## src/rtl/backtrack_ctrl.sv

```systemverilog
// Decision sequencer for decider_stack: forwards decisions as pushes and runs chronological
// backtracking on a BCP conflict, flipping the most recent untried decision or declaring UNSAT.
module backtrack_ctrl #(
    parameter int unsigned N_VARS = 8,
    parameter int unsigned IDX_W  = 3
) (
    input  logic             clock,
    input  logic             reset,
    input  logic             decide_valid,
    input  logic [IDX_W-1:0] decide_var,
    input  logic             decide_val,
    output logic             decide_ready,
    input  logic             conflict,
    output logic             stk_push,
    output logic             stk_pop,
    output logic [IDX_W-1:0] stk_idx_in,
    input  logic [IDX_W-1:0] stk_idx_out,
    input  logic             stk_empty,
    output logic             var_wr_en,
    output logic [IDX_W-1:0] var_wr_idx,
    output logic [1:0]       var_wr_val,
    output logic             resume,
    output logic             unsat,
    output logic             busy,
    output logic [IDX_W:0]   depth,
    output logic             overflow
);

    localparam logic [IDX_W:0] FullDepth = (IDX_W + 1)'(N_VARS);

    typedef enum logic [2:0] {StIdle, StPop, StEval, StFlip, StUnsat} state_e;

    state_e            state_q;
    logic [IDX_W:0]    depth_q;
    logic [IDX_W-1:0]  cur_var_q;
    logic [N_VARS-1:0] pol_q;
    logic [N_VARS-1:0] tried_q;
    logic              overflow_q;
    logic              full;

    assign full = (depth_q == FullDepth);

    always_ff @(posedge clock) begin
        if (reset) begin
            state_q    <= StIdle;
            depth_q    <= '0;
            cur_var_q  <= '0;
            pol_q      <= '0;
            tried_q    <= '0;
            overflow_q <= 1'b0;
        end else begin
            unique case (state_q)
                StIdle: begin
                    // A conflict wins over a same-cycle decision, which is dropped.
                    if (conflict) begin
                        state_q <= StPop;
                    end else if (decide_valid) begin
                        if (!full) begin
                            pol_q[decide_var]   <= decide_val;
                            tried_q[decide_var] <= 1'b0;
                            depth_q             <= depth_q + 1'b1;
                        end else begin
                            overflow_q <= 1'b1;
                        end
                    end
                end
                StPop: begin
                    if (stk_empty) begin
                        state_q <= StUnsat;
                    end else begin
                        cur_var_q <= stk_idx_out;
                        depth_q   <= depth_q - 1'b1;
                        state_q   <= StEval;
                    end
                end
                StEval: begin
                    if (tried_q[cur_var_q]) begin
                        tried_q[cur_var_q] <= 1'b0;
                        state_q            <= StPop;
                    end else begin
                        state_q <= StFlip;
                    end
                end
                StFlip: begin
                    pol_q[cur_var_q]   <= !pol_q[cur_var_q];
                    tried_q[cur_var_q] <= 1'b1;
                    depth_q            <= depth_q + 1'b1;
                    state_q            <= StIdle;
                end
                StUnsat: state_q <= StUnsat;
                default: state_q <= StIdle;
            endcase
        end
    end

    always_comb begin
        decide_ready = 1'b0;
        stk_push     = 1'b0;
        stk_pop      = 1'b0;
        stk_idx_in   = '0;
        var_wr_en    = 1'b0;
        var_wr_idx   = '0;
        var_wr_val   = 2'b00;
        resume       = 1'b0;
        unsat        = 1'b0;
        busy         = 1'b0;
        depth        = '0;
        overflow     = 1'b0;
        // Outputs are held low while reset is asserted.
        if (!reset) begin
            busy     = (state_q != StIdle);
            depth    = depth_q;
            overflow = overflow_q;
            unique case (state_q)
                StIdle: begin
                    decide_ready = !conflict && !full;
                    if (decide_valid && decide_ready) begin
                        stk_push   = 1'b1;
                        stk_idx_in = decide_var;
                        var_wr_en  = 1'b1;
                        var_wr_idx = decide_var;
                        var_wr_val = {decide_val, !decide_val};
                    end
                end
                StPop: stk_pop = !stk_empty;
                StEval: begin
                    if (tried_q[cur_var_q]) begin
                        var_wr_en  = 1'b1;
                        var_wr_idx = cur_var_q;
                        var_wr_val = 2'b00;
                    end
                end
                StFlip: begin
                    var_wr_en  = 1'b1;
                    var_wr_idx = cur_var_q;
                    var_wr_val = pol_q[cur_var_q] ? 2'b01 : 2'b10;
                    stk_push   = 1'b1;
                    stk_idx_in = cur_var_q;
                    resume     = 1'b1;
                end
                StUnsat: unsat = 1'b1;
                default: ;
            endcase
        end
    end

endmodule

```

## config.mk

```make
export PLATFORM = sky130hd
export DESIGN_NAME = backtrack_ctrl
export DESIGN_NICKNAME = d
export VERILOG_FILES = /design/src/rtl/backtrack_ctrl.sv
export SDC_FILE = /design/constraint.sdc
export NUM_CORES = 1
export LEC_CHECK = 0
export BUFFER_PORTS_ARGS = -buffer_cell sky130_fd_sc_hd__buf_2
export CORE_MARGIN = 3
export CORE_UTILIZATION = 30
export CTS_BUF_LIST = sky130_fd_sc_hd__clkbuf_8
export DETAILED_ROUTE_END_ITERATION = 8
export PLACE_DENSITY = 0.56
export SYNTH_ARGS = -nofsm -noshare
export SYNTH_HDL_FRONTEND = slang
export SYNTH_SLANG_ARGS = --single-unit
```

## constraint.sdc

```tcl
create_clock -name clock -period 3 [get_ports clock]
set_input_delay 0.15 -clock clock [delete_from_list [all_inputs] [get_ports clock]]
set_output_delay 0.15 -clock clock [all_outputs]
set_load 0.01 [all_outputs]
```

# After elaboration in Yosys (flattened, before gate mapping)
# Cells that the tools add are included.
# totals
inputBits	12
output_inout_bits	20
elab_cells	104
regBits	27
# op_classes
n_eq_ne	11
reduce_logical	19
n_mux	55
bitwise	7
n_lt_le_gt_ge	4
add_sub_neg	2
# op_table
cell	count
two-way mux 8 bit	7
case mux 8 bit (3 select lines)	1
two-way mux 4 bit	5
two-way mux 1 bit	18
two-way mux 3 bit	6
AND 8 bit	2
bitwise mux 8 bit	2
inverter 8 bit	2
case mux 8 bit (2 select lines)	1
!= test 2 bit, second input constant	6
case mux 3 bit (4 select lines)	1
case mux 4 bit (3 select lines)	1
AND reduction 5 bit	2
case mux 3 bit (3 select lines)	1
nonzero test 3 bit	3
less-than comparator 3 x 4 -> 1 bit, second input constant	2
two-way mux 2 bit	4
bitwise OR 8 bit	1
AND reduction 4 bit	2
binary-select mux 1 bit (select 3 bit)	2
demux 1 bit (select 3 bit)	2
equality test 3 x 2 -> 1 bit, second input constant	2
greater-or-equal comparator 3 x 1 -> 1 bit, second input constant	2
case mux 3 bit (2 select lines)	1
other kinds (14)	22

# Logic depth before layout (Yosys ltp)
# Gate-level depths: netlist of the first run.
# logic_depth
ltp_word	10
ltp_mapped	8
ltp_nobuf	7

# Worst setup path after synthesis of the first run
# Ideal clock, no wire load.
# synth_timing
path_kind	flip-flop to flip-flop
start	register state_q[0]
end	register depth_q[3]
setup_time_ns	0.123
setup_slack_ns	0.817
arrival_time_ns	2.059
path_stages_with_launch	9
synth_period_minus_slack_ns	2.183
required_ns	2.877
path_buffers	1
cell_sequence	dfxtp_1 or3b_1 clkbuf_1 inv_1 ha_1 a21oi_1 a21oi_1 nor4_1 mux2_1
# synth_between
elab_chain_len	3
word_cells_on_any_way	10
cone_classes	6 x eq/ne; 1 x mux; 3 x reduce/logical
# synth_rtl
element	line_no	source
from (decl)	33	state_e state_q;
from (signal assigned)	45	state_q <= StIdle;
from (signal assigned)	56	state_q <= StPop;
from (signal assigned)	69	state_q <= StUnsat;
equality test 3 x 1 -> 1 bit (tied with other cells)	52	unique case (state_q)
!= test 2 bit (no source line) / nonzero test 3 bit (equally long branches)	--	
AND reduction 5 bit (no source line)	--	
to (signal assigned)	61	depth_q <= depth_q + 1'b1;
to (signal assigned)	72	depth_q <= depth_q - 1'b1;
to (signal assigned)	87	depth_q <= depth_q + 1'b1;
to (decl)	34	logic [IDX_W:0] depth_q;
# Several ways; a longest one is shown, not always the timed one.
# A chain may end at the register's enable or synchronous reset.

# Worst setup path after layout of the first run
# layout_timing
start	register cur_var_q[0]
end	output var_wr_idx[2]
# layout_between
elab_chain_len	5
# layout_rtl
element	line_no	source
from (decl)	35	logic [IDX_W-1:0] cur_var_q;
from (signal assigned)	71	cur_var_q <= stk_idx_out;
binary-select mux 1 bit (select 3 bit)	127	if (tried_q[cur_var_q]) begin
two-way mux 1 bit (not written as such)	127	
two-way mux 3 bit	127	
case mux 3 bit (3 select lines)	114	unique case (state_q)
two-way mux 3 bit	110	if (!reset) begin
to (decl)	20	output logic [IDX_W-1:0] var_wr_idx,
# No other way between the ends. The select of a mux whose other input is x is not followed.

==> impl_results.md, run 1 <==
* Prevailing post-synth register cell: dfxtp_1
* Die footprint at 0.007250 mm²
* Fmax at 386.3 MHz
* Slew Limit Fails at 0
* Seq/Total Area, Yosys at 0.2876
* Final critical-path required period at 2.589 ns
* M1 wire length at 2.544 mm
* First-pass iteration count of the detailed router at 4
* WHS at 0.1077 ns
* Critical-path cell list: mux2i_1 > mux4_2 > a2111oi_4 > a22o_1 > buf_2
* Syn nets at 242
* Wire per inst at 16.53 µm
* Reg clk slew, reported paths at 0.09 ns
* Worst rel slew slack at 0.4186
* Top cells by count, synth: dfxtp_1, a21oi_1, nor2_1
* Final Cycle Share at 0.8628
* CP endpoint kind: output pin
* Clock sink count at 27
* Clock buffer depth at 2
* Count leader, synth: dfxtp_1
* Outcome: finished clean
* Slew @ Worst Pin at 0.8699 ns
* Sum Neg Setup Slack at 0 ns
* CTS Buf Count at 3
* Critical path arrival at 2.44 ns
* First-pass GRT wire length at 8.618 mm
* Core area at 0.005991 mm²
* Post-cts resize count at 0
* Layout cells sized above 1 at 0.2249
* Initial antenna violation count at 0
* Comb pwr share at 0.212
* Psw at 0.2373 mW
* Share of the synthesized area in the top cell type at 0.2876
* Grt ovf at 0
* Post-DP HPWL at 3.875 mm
* Slowest CP cell: dfxtp_1
* Met3 wire length at 285 µm
* Routed WL at 5.355 mm
* Post-layout nets at 265
* Hold depth at 3
* IO Port Bufs at 31
* H-tree depth at 1
* DR vias/cell at 5.605
* DR top layer: met4
* Vias in the first global route at 1668
* Worst skew pair latency at 0.28 ns
* Synth cell types at 56
* Post-synth top area cell: dfxtp_1
* Yosys warning count at 0
* Met2 wire length at 2.465 mm
* GRT Total Usage at 0.1472
* Top cells by area, synth: dfxtp_1, a21oi_1, nor3_1
* Routed vias at 1816
* Final ANT Viol Nets at 0
* Drt drc at 0
* Startpoint Class: flip-flop
* Final hold violations at 0
* Syn avg cell area at 8.279 µm²
* Setup CP Type: flip-flop to output pin
* Max Cap Viol at 0
* Die height at 85.15 µm
* Critical Path Max Stage Delay at 0.70 ns
* EDFF count, synth at 0
* GPL Wtd Cong at 0.8956
* Pin count of the biggest net entering global routing at 40
* Horiz. Die Dim at 85.15 µm
* Clk_skew at 0.009955 ns
* N_diodes at 0
* PwrDens at 359.4 mW/mm²
* Core Rows at 28
* RSZ-0062 raised after global routing: no
* R2R cell count at 7
* Count of state elements after synthesis at 27
* Worst Path Buf+Inv at 1
* Area Overhead vs Synth at 12.65%
* Synth async-reset ratio at 0
* Lkg Pwr at 0.7828 nW
* Fillers at 643
* Max Fanout on Critical Path at 15
* Worst VDD drop at 0.1791 mV
* Initial DRC Count at 109
* Stages on the worst setup path at 5
* Synth Instances at 227
* Setup bufs post-CTS at 0
* Post-Synthesis Cell Area at 0.001879 mm²
* Initial core utilization at 0.3137
* Sw Share at 0.3119
* Crit-path leading delay family: multiplexers
* Internal power at 0.5235 mW
* Hold/Removal Path Class: primary input to flip-flop
* CTS tree: done
* Root Driver: clkbuf_8
* Hold buffer count at CTS at 0
* Worst path required time at 2.85 ns
* Io pins at 32
* Setup-failing EPs final at 0
* Clock Power Share at 0.285
* Flop pwr share at 0.504
kinds of logic (layout without fill, tap and decap cells):
logic type / Yosys count / in the layout / synth area share
and+or+nand+nor: 91 / 91 / 0.2929
AOI/OAI and AO/OA: 68 / 68 / 0.2577
DFF: 27 / 27 / 0.2876
buffers and inverters: 26 / 48 / 0.06458
muxes: 10 / 10 / 0.06325
adders and majority gates: 4 / 4 / 0.02929
xor gates and xnor gates: 1 / 1 / 0.004661
sequential cells by signal, summed over array words and instances (netlist names):
register / flops
cur_var_q: 3
overflow_q: 1
depth_q: 4
tried_q: 8
pol_q: 8
state_q: 3
per-stage QoR:
stage	power, mW	setup WS (ns)	util	instances	instance area, µm²
finish	0.7608	0.4115	0.3534	324	2117
global route	0.7980	0.2854	0.3534	324	2117
CTS	0.7692	0.4111	0.3534	324	2117
detailed placement	0.5506	0.5906	0.3457	320	2071
global placement	0.5506	0.6691	0.3457	320	2071
floorplan	0.5028	0.8172	-	227	1879
final cells by class:
class	instances	area (µm²)	area share
clock buffer	3	41.29	0.01950
inverter	9	33.78	0.01596
tap	75	93.84	0.04433
timing repair buffer	35	185.2	0.08747
clock inverter	1	5.005	0.002364
sequential	27	540.5	0.2553
multi-input combinational	174	1217	0.5751
layout by cell type (no fill, tap or decap), types with 3 or more instances in the layout:
| cell | Yosys | layout |
|---|---|---|
| dfxtp_1 | 27 | 27 |
| a211oi_1 | 9 | 9 |
| nor2b_1 | 5 | 5 |
| a21o_1 | 4 | 4 |
| o21ai_0 | 11 | 11 |
| nor4_1 | 3 | 3 |
| nor2_1 | 19 | 19 |
| mux2_2 | 4 | 4 |
| o32ai_1 | 3 | 3 |
| or3_1 | 4 | 4 |
| o221ai_1 | 3 | 3 |
| nor3_1 | 17 | 17 |
| inv_1 | 9 | 9 |
| buf_4 | 0 | 4 |
| buf_2 | 7 | 31 |
| nand2_1 | 10 | 10 |
| nor4_2 | 4 | 4 |
| mux2i_1 | 4 | 4 |
| clkbuf_8 | 0 | 3 |
| a22o_1 | 3 | 3 |
| a21oi_1 | 22 | 22 |
| nand3_1 | 3 | 3 |
| nor4b_2 | 3 | 3 |
| nand2b_1 | 5 | 5 |
worst min-delay path: stages:
cell and delay [ns]:
buf_2 0.09, nand2_1 0.05, a21oi_1 0.05
final timing paths:
kind | startpoint | endpoint | slack [ns]
max reg2reg | state_q[1]$_SDFFE_PP0P_ | depth_q[3]$_SDFFE_PP0P_ | 0.58
min reg2reg | overflow_q$_SDFFE_PP0P_ | overflow_q$_SDFFE_PP0P_ | 0.48
max | cur_var_q[0]$_SDFFE_PP0P_ | var_wr_idx[2] | 0.41
min | stk_idx_out[2] | cur_var_q[2]$_SDFFE_PP0P_ | 0.11
layer usage:
layer | up-vias | GRT usage
met5 | - | 0
met1 | 852 | 0.2078
met4 | 0 | 0.04317
li1 | 902 | -
met2 | 56 | 0.2338
met3 | 6 | 0.01942
power groups by stage:
stage	logic (mW)	clock network, mW	registers [mW]
after floorplan	0.117	0	0.386
after global placement	0.159	0	0.391
after detailed placement	0.159	0	0.391
after CTS	0.160	0.226	0.383
final	0.161	0.217	0.383
after global routing	0.177	0.236	0.385
Power figures use the tool's default switching activity.
==> inputs of run 2 (changes only) <==
- clock period: 3 -> 2.87 ns (I/O delays scaled with it)
==> run 2 against run 1 <==
Compared with the run above: sequential share of layout area stayed put; non-clock buffer count stayed put; highest routed layer unchanged; via count is 0.88% higher; sequential power is 4% higher; critical endpoint is now var_wr_idx[0]; wire length is 1.3% lower; setup slack worse by 0.14 ns.
==> impl_results.md, run 2 (synthesis results as in run 1) <==
* GPL Wtd Cong at 0.8967 (+0.12%)
* Area Overhead vs Synth at 12.65% (unchanged)
* First-pass iteration count of the detailed router at 4 (unchanged)
* Fmax at 385.1 MHz
* Wire per inst at 16.31 µm (-1.3%)
* Core area at 0.005991 mm² (unchanged)
* RSZ-0062 raised after global routing: no
* CP endpoint kind: output pin
* Final worst slack at 0.2730 ns (-0.1384 ns)
* Setup CP Type: flip-flop to output pin
* Crit Reg-Reg Startpoint: state_q[1]$_SDFFE_PP0P_
* Critical-path cell list: mux2i_1 > mux4_2 > a2111oi_4 > a22o_1 > buf_2
* Total power at 0.7870 mW (+3.4%)
* Hold_sp: stk_idx_out[2]
* Biggest regs: pol_q: 8 flops, tried_q: 8 flops, depth_q: 4 flops
* Slowest CP cell: dfxtp_1
* Crit-path leading delay family: flip-flops
* Root Driver: clkbuf_8
* Final hold violations at 0 (unchanged)
* Initial antenna violation count at 0 (unchanged)
* Grt ovf at 0 (unchanged)
* Clock buffer depth at 2 (unchanged)
* Most frequent cells in the layout: buf_2, dfxtp_1, a21oi_1, nor2_1, nor3_1
* Final instance area at 0.002117 mm² (unchanged)
* Setup bufs post-CTS at 0 (unchanged)
* Startpoint Class: flip-flop
* Fillers at 621 (-3.4%)
* CTS tree: done
* Pin count of the biggest net entering global routing at 40 (unchanged)
* Post-cts resize count at 0 (unchanged)
* Core Rows at 28 (unchanged)
* Critical path arrival at 2.45 ns (about the same)
* Placement Cell Area at 0.002071 mm² (unchanged)
* Layout cells sized above 1 at 0.2249 (unchanged)
* Routed WL at 5.283 mm (-1.3%)
* GRT Total Usage at 0.1479 (+0.0006027)
* Clock sink count at 27 (unchanged)
* Hold buffer count at CTS at 0 (unchanged)
* N_diodes at 0 (unchanged)
* Worst skew pair latency at 0.27 ns (about the same)
* Setup-failing EPs final at 0 (unchanged)
* Reg clk slew, reported paths at 0.09 ns (about the same)
* Hold/Removal Path Class: primary input to flip-flop
* Outcome: finished clean
* Io pins at 32 (unchanged)
* Worst Path Buf+Inv at 1 (unchanged)
* Post-layout nets at 265 (unchanged)
* Slew @ Worst Pin at 0.8506 ns (-0.01933 ns)
* Drt drc at 0 (unchanged)
* IO Port Bufs at 31 (unchanged)
* Clk_skew at 0.005451 ns (-0.004504 ns)
* DR vias/cell at 5.654 (+0.88%)
* Die height at 85.15 µm (unchanged)
* WHS at 0.1067 ns (-0.001004 ns)
* Max Fanout on Critical Path at 15 (unchanged)
* Routed vias at 1832 (+0.88%)
* Crit. Startpoint: cur_var_q[0]$_SDFFE_PP0P_
* Final critical-path required period at 2.597 ns
* Final ANT Viol Nets at 0 (unchanged)
* H-tree depth at 1 (unchanged)
* Initial DRC Count at 95 (-13%)
* Place WS at 0.4427 ns (-0.1479 ns)
* Worst rel slew slack at 0.4315 (+0.01292)
* Worst VDD drop at 0.1818 mV (+1.5%)
* Met3 wire length at 254 µm (-11%)
* DR top layer: met4
* M1 wire length at 2.523 mm (-0.83%)
* CTS Buf Count at 3 (unchanged)
* Max Cap Viol at 0 (unchanged)
* Lkg Pwr at 0.7828 nW (unchanged)
* Initial core utilization at 0.3137 (unchanged)
* Most common cell after layout, fill and taps aside: buf_2
* Horiz. Die Dim at 85.15 µm (unchanged)
* PwrDens at 371.7 mW/mm² (+3.4%)
* Final Cycle Share at 0.9049
* First-pass GRT wire length at 8.763 mm (+1.7%)
* Slew Limit Fails at 0 (unchanged)
* Vias in the first global route at 1753 (+5.1%)
* Sum Neg Setup Slack at 0 ns (unchanged)
* Critical Path Max Stage Delay at 0.71 ns (about the same)
* Post-DP HPWL at 3.888 mm (+0.33%)
* Met2 wire length at 2.442 mm (-0.93%)
* Die footprint at 0.007250 mm² (unchanged)
* Worst path required time at 2.73 ns (-0.12 ns)
==> run 2: cell counts in the layout (fill, tap and decap cells not counted) <==
Identical to the previous run, type by type.
==> run 2: layout make-up <==
class	instances	area (µm²)	share of cell area
repair buffers	35	185.2	0.08747
flip-flops and latches	27	540.5	0.2553
inverters	9	33.78	0.01596
multi-input cells	174	1217	0.5751
clock buffers	3	41.29	0.01950
clock inverters	1	5.005	0.002364
well taps	75	93.84	0.04433
==> run 2: path summary, 6_finish.rpt <==
check,to,slack [ns],depth (start not counted)
worst min register to register,overflow_q$_SDFFE_PP0P_,0.48,2
worst min-delay path,cur_var_q[2]$_SDFFE_PP0P_,0.11,3
worst max register to register,depth_q[3]$_SDFFE_PP0P_,0.43,7
worst max-delay path,var_wr_idx[0],0.27,5
==> run 2: worst min-delay path, delay by kind of cell <==
family          cells  cell delay (ns)
compound gates      1             0.05
buf+inv             1             0.10
simple gates        1             0.05
==> run 2: stage by stage <==
stage	utilization	std cells
after floorplan	-	227
after global routing	0.3534	324
after CTS	0.3534	324
final	0.3534	324
after detailed placement	0.3457	320
after global placement	0.3457	320
==> run 2: power by group <==
group / switching [mW] / internal [mW] / leakage, nW
registers: 0.0147 / 0.386 / 0.219
clock network: 0.123 / 0.0974 / 0.0255
logic: 0.103 / 0.0638 / 0.539
total: 0.240 / 0.547 / 0.783
==> run 2: per-layer routing <==
| metal | global-route usage | vias up |
|---|---|---|
| met5 | 0 | - |
| met1 | 0.2054 | 868 |
| met2 | 0.2366 | 56 |
| met3 | 0.02233 | 6 |
| met4 | 0.04317 | 0 |
| li1 | - | 902 |
==> inputs of run 3 (changes only) <==
- clock period: 2.87 -> 2.86 ns (I/O delays scaled with it)
==> run 3 against run 2 <==
Compared with the run above: sequential power about the same; setup slack better by 0.015 ns; via count up 1.5%; design area up 0.12%; power up 1.3%; largest power group unchanged; die area unchanged.
==> impl_results.md, run 3 (synthesis results as in run 1) <==
* Biggest regs: pol_q: 8 flops, tried_q: 8 flops, depth_q: 4 flops
* Cell Count, Final, Fillers Out at 324 (unchanged)
* Crit. Startpoint: cur_var_q[0]$_SDFFE_PP0P_
* Initial antenna violation count at 0 (unchanged)
* Finished Core Util at 0.3538 (+0.0004180)
* Io pins at 32 (unchanged)
* Slew @ Worst Pin at 0.8893 ns (+0.03872 ns)
* CTS tree: done
* Register Area at 540.5 µm² (unchanged)
* CTS Buf Count at 3 (unchanged)
* Setup bufs post-CTS at 0 (unchanged)
* Core area at 0.005991 mm² (unchanged)
* Setup-failing EPs final at 0 (unchanged)
* RSZ-0062 raised after global routing: no
* Horiz. Die Dim at 85.15 µm (unchanged)
* Place WS at 0.4206 ns (-0.02216 ns)
* Final Cycle Share at 0.8992
* H-tree depth at 1 (unchanged)
* Critical Path End: var_wr_idx[0]
* Placement Cell Area at 0.002071 mm² (unchanged)
* Die height at 85.15 µm (unchanged)
* Lkg Pwr at 0.7790 nW (-0.48%)
* Core Rows at 28 (unchanged)
* Most frequent cells in the layout: buf_2, dfxtp_1, a21oi_1, nor2_1, nor3_1
* Post-cts resize count at 0 (unchanged)
* Reg-to-reg slack, setup at 0.39 ns (-0.04 ns)
* Fmax at 388.9 MHz
* Worst skew pair latency at 0.28 ns (about the same)
* Total power at 0.7972 mW (+1.3%)
* Routed WL at 5.287 mm (about the same)
* Post-DP HPWL at 3.929 mm (+1.1%)
* Fillers at 642 (+3.4%)
* Setup CP Type: flip-flop to output pin
* Initial core utilization at 0.3137 (unchanged)
* DR vias/cell at 5.741 (+1.5%)
* Initial DRC Count at 97 (+2.1%)
* Die footprint at 0.007250 mm² (unchanged)
* R2R Path End: depth_q[3]$_SDFFE_PP0P_
* Clock buffer depth at 2 (unchanged)
* Critical path arrival at 2.43 ns (-0.02 ns)
* Worst path required time at 2.72 ns (about the same)
* Max Fanout on Critical Path at 15 (unchanged)
* Worst rel slew slack at 0.4056 (-0.02588)
* First-pass GRT wire length at 8.956 mm (+2.2%)
* Root Driver: clkbuf_8
* Final instance area at 0.002120 mm² (+0.12%)
* Startpoint Class: flip-flop
* WHS at 0.1030 ns (-0.003701 ns)
* Outcome: finished clean
* Layout cells sized above 1 at 0.2249 (unchanged)
* Crit Reg-Reg Startpoint: state_q[1]$_SDFFE_PP0P_
* Post-layout nets at 265 (unchanged)
* Placed cell count at 320 (unchanged)
* Hold buffer count at CTS at 0 (unchanged)
* Most common cell after layout, fill and taps aside: buf_2
* PwrDens at 376.1 mW/mm² (+1.2%)
* Reg clk slew, reported paths at 0.09 ns (about the same)
* Slew Limit Fails at 0 (unchanged)
* Final critical-path required period at 2.572 ns
* Vias in the first global route at 1798 (+2.6%)
* CP endpoint kind: output pin
* Max Cap Viol at 0 (unchanged)
* N_diodes at 0 (unchanged)
* Pin count of the biggest net entering global routing at 40 (unchanged)
* Clk_skew at 0.01124 ns (+0.005788 ns)
* Final hold violations at 0 (unchanged)
* First-pass iteration count of the detailed router at 4 (unchanged)
* Area Overhead vs Synth at 12.78%
* Drt drc at 0 (unchanged)
* Clock sink count at 27 (unchanged)
* Hold/Removal Path Class: primary input to flip-flop
* GRT Total Usage at 0.1517 (+0.003817)
* Worst VDD drop at 0.1704 mV (-6.3%)
* GPL Wtd Cong at 0.8942 (-0.28%)
* Wire per inst at 16.32 µm (about the same)
* IO Port Bufs at 31 (unchanged)
* Sum Neg Setup Slack at 0 ns (unchanged)
* R2R cell count at 7 (unchanged)
* Grt ovf at 0 (unchanged)
* Routed vias at 1860 (+1.5%)
* Final worst slack at 0.2884 ns (+0.01533 ns)
* Multi-input gate area at 0.001217 mm² (unchanged)
* Final ANT Viol Nets at 0 (unchanged)
[run 3: cell types whose count changed in the layout (fill, tap and decap cells not counted)]
cell	before	now
clkinv_2	1	0
clkinvlp_4	0	1
[run 3: worst max-delay path, stage by stage (launching register included)]
cell and delay, ns:
dfxtp_1 0.69, mux2i_1 0.14, mux4_2 0.55, a2111oi_4 0.43, a22o_1 0.21, buf_2 0.13
[run 3: per-layer routing]
layer	wire, µm	global-route usage
met1	2445	0.2107
met2	2498	0.2472
met3	312	0.01845
met4	31	0.04173
met5	0	0
[run 3: final cells by class]
cell class,count,share of cell area
Clock inverter,1,0.003542
Tap cell,75,0.04427
Clock buffer,3,0.01948
Timing Repair Buffer,35,0.08737
Sequential cell,27,0.2550
Multi-Input combinational cell,174,0.5744
Inverter,9,0.01594
[run 3: report_power, final]
part | switching, mW | internal [mW]
registers | 0.0147 | 0.387
clock network | 0.128 | 0.0991
logic | 0.104 | 0.0641
[run 3: worst min path at each step]
| stage | start | to | slack, ns | depth (start not counted) |
|---|---|---|---|---|
| 4_1_cts | stk_idx_out[2] | cur_var_q[2]$_SDFFE_PP0P_ | 0.1 | 3 |
| 3_5_place_dp | stk_idx_out[2] | cur_var_q[2]$_SDFFE_PP0P_ | 0.39 | 3 |
| 2_1_floorplan | stk_idx_out[0] | cur_var_q[0]$_SDFFE_PP0P_ | 0.28 | 2 |
| 6_report | stk_idx_out[2] | cur_var_q[2]$_SDFFE_PP0P_ | 0.10 | 3 |
| 5_1_grt | stk_idx_out[2] | cur_var_q[2]$_SDFFE_PP0P_ | 0.10 | 3 |
| 3_3_place_gp | stk_idx_out[2] | cur_var_q[2]$_SDFFE_PP0P_ | 0.39 | 3 |
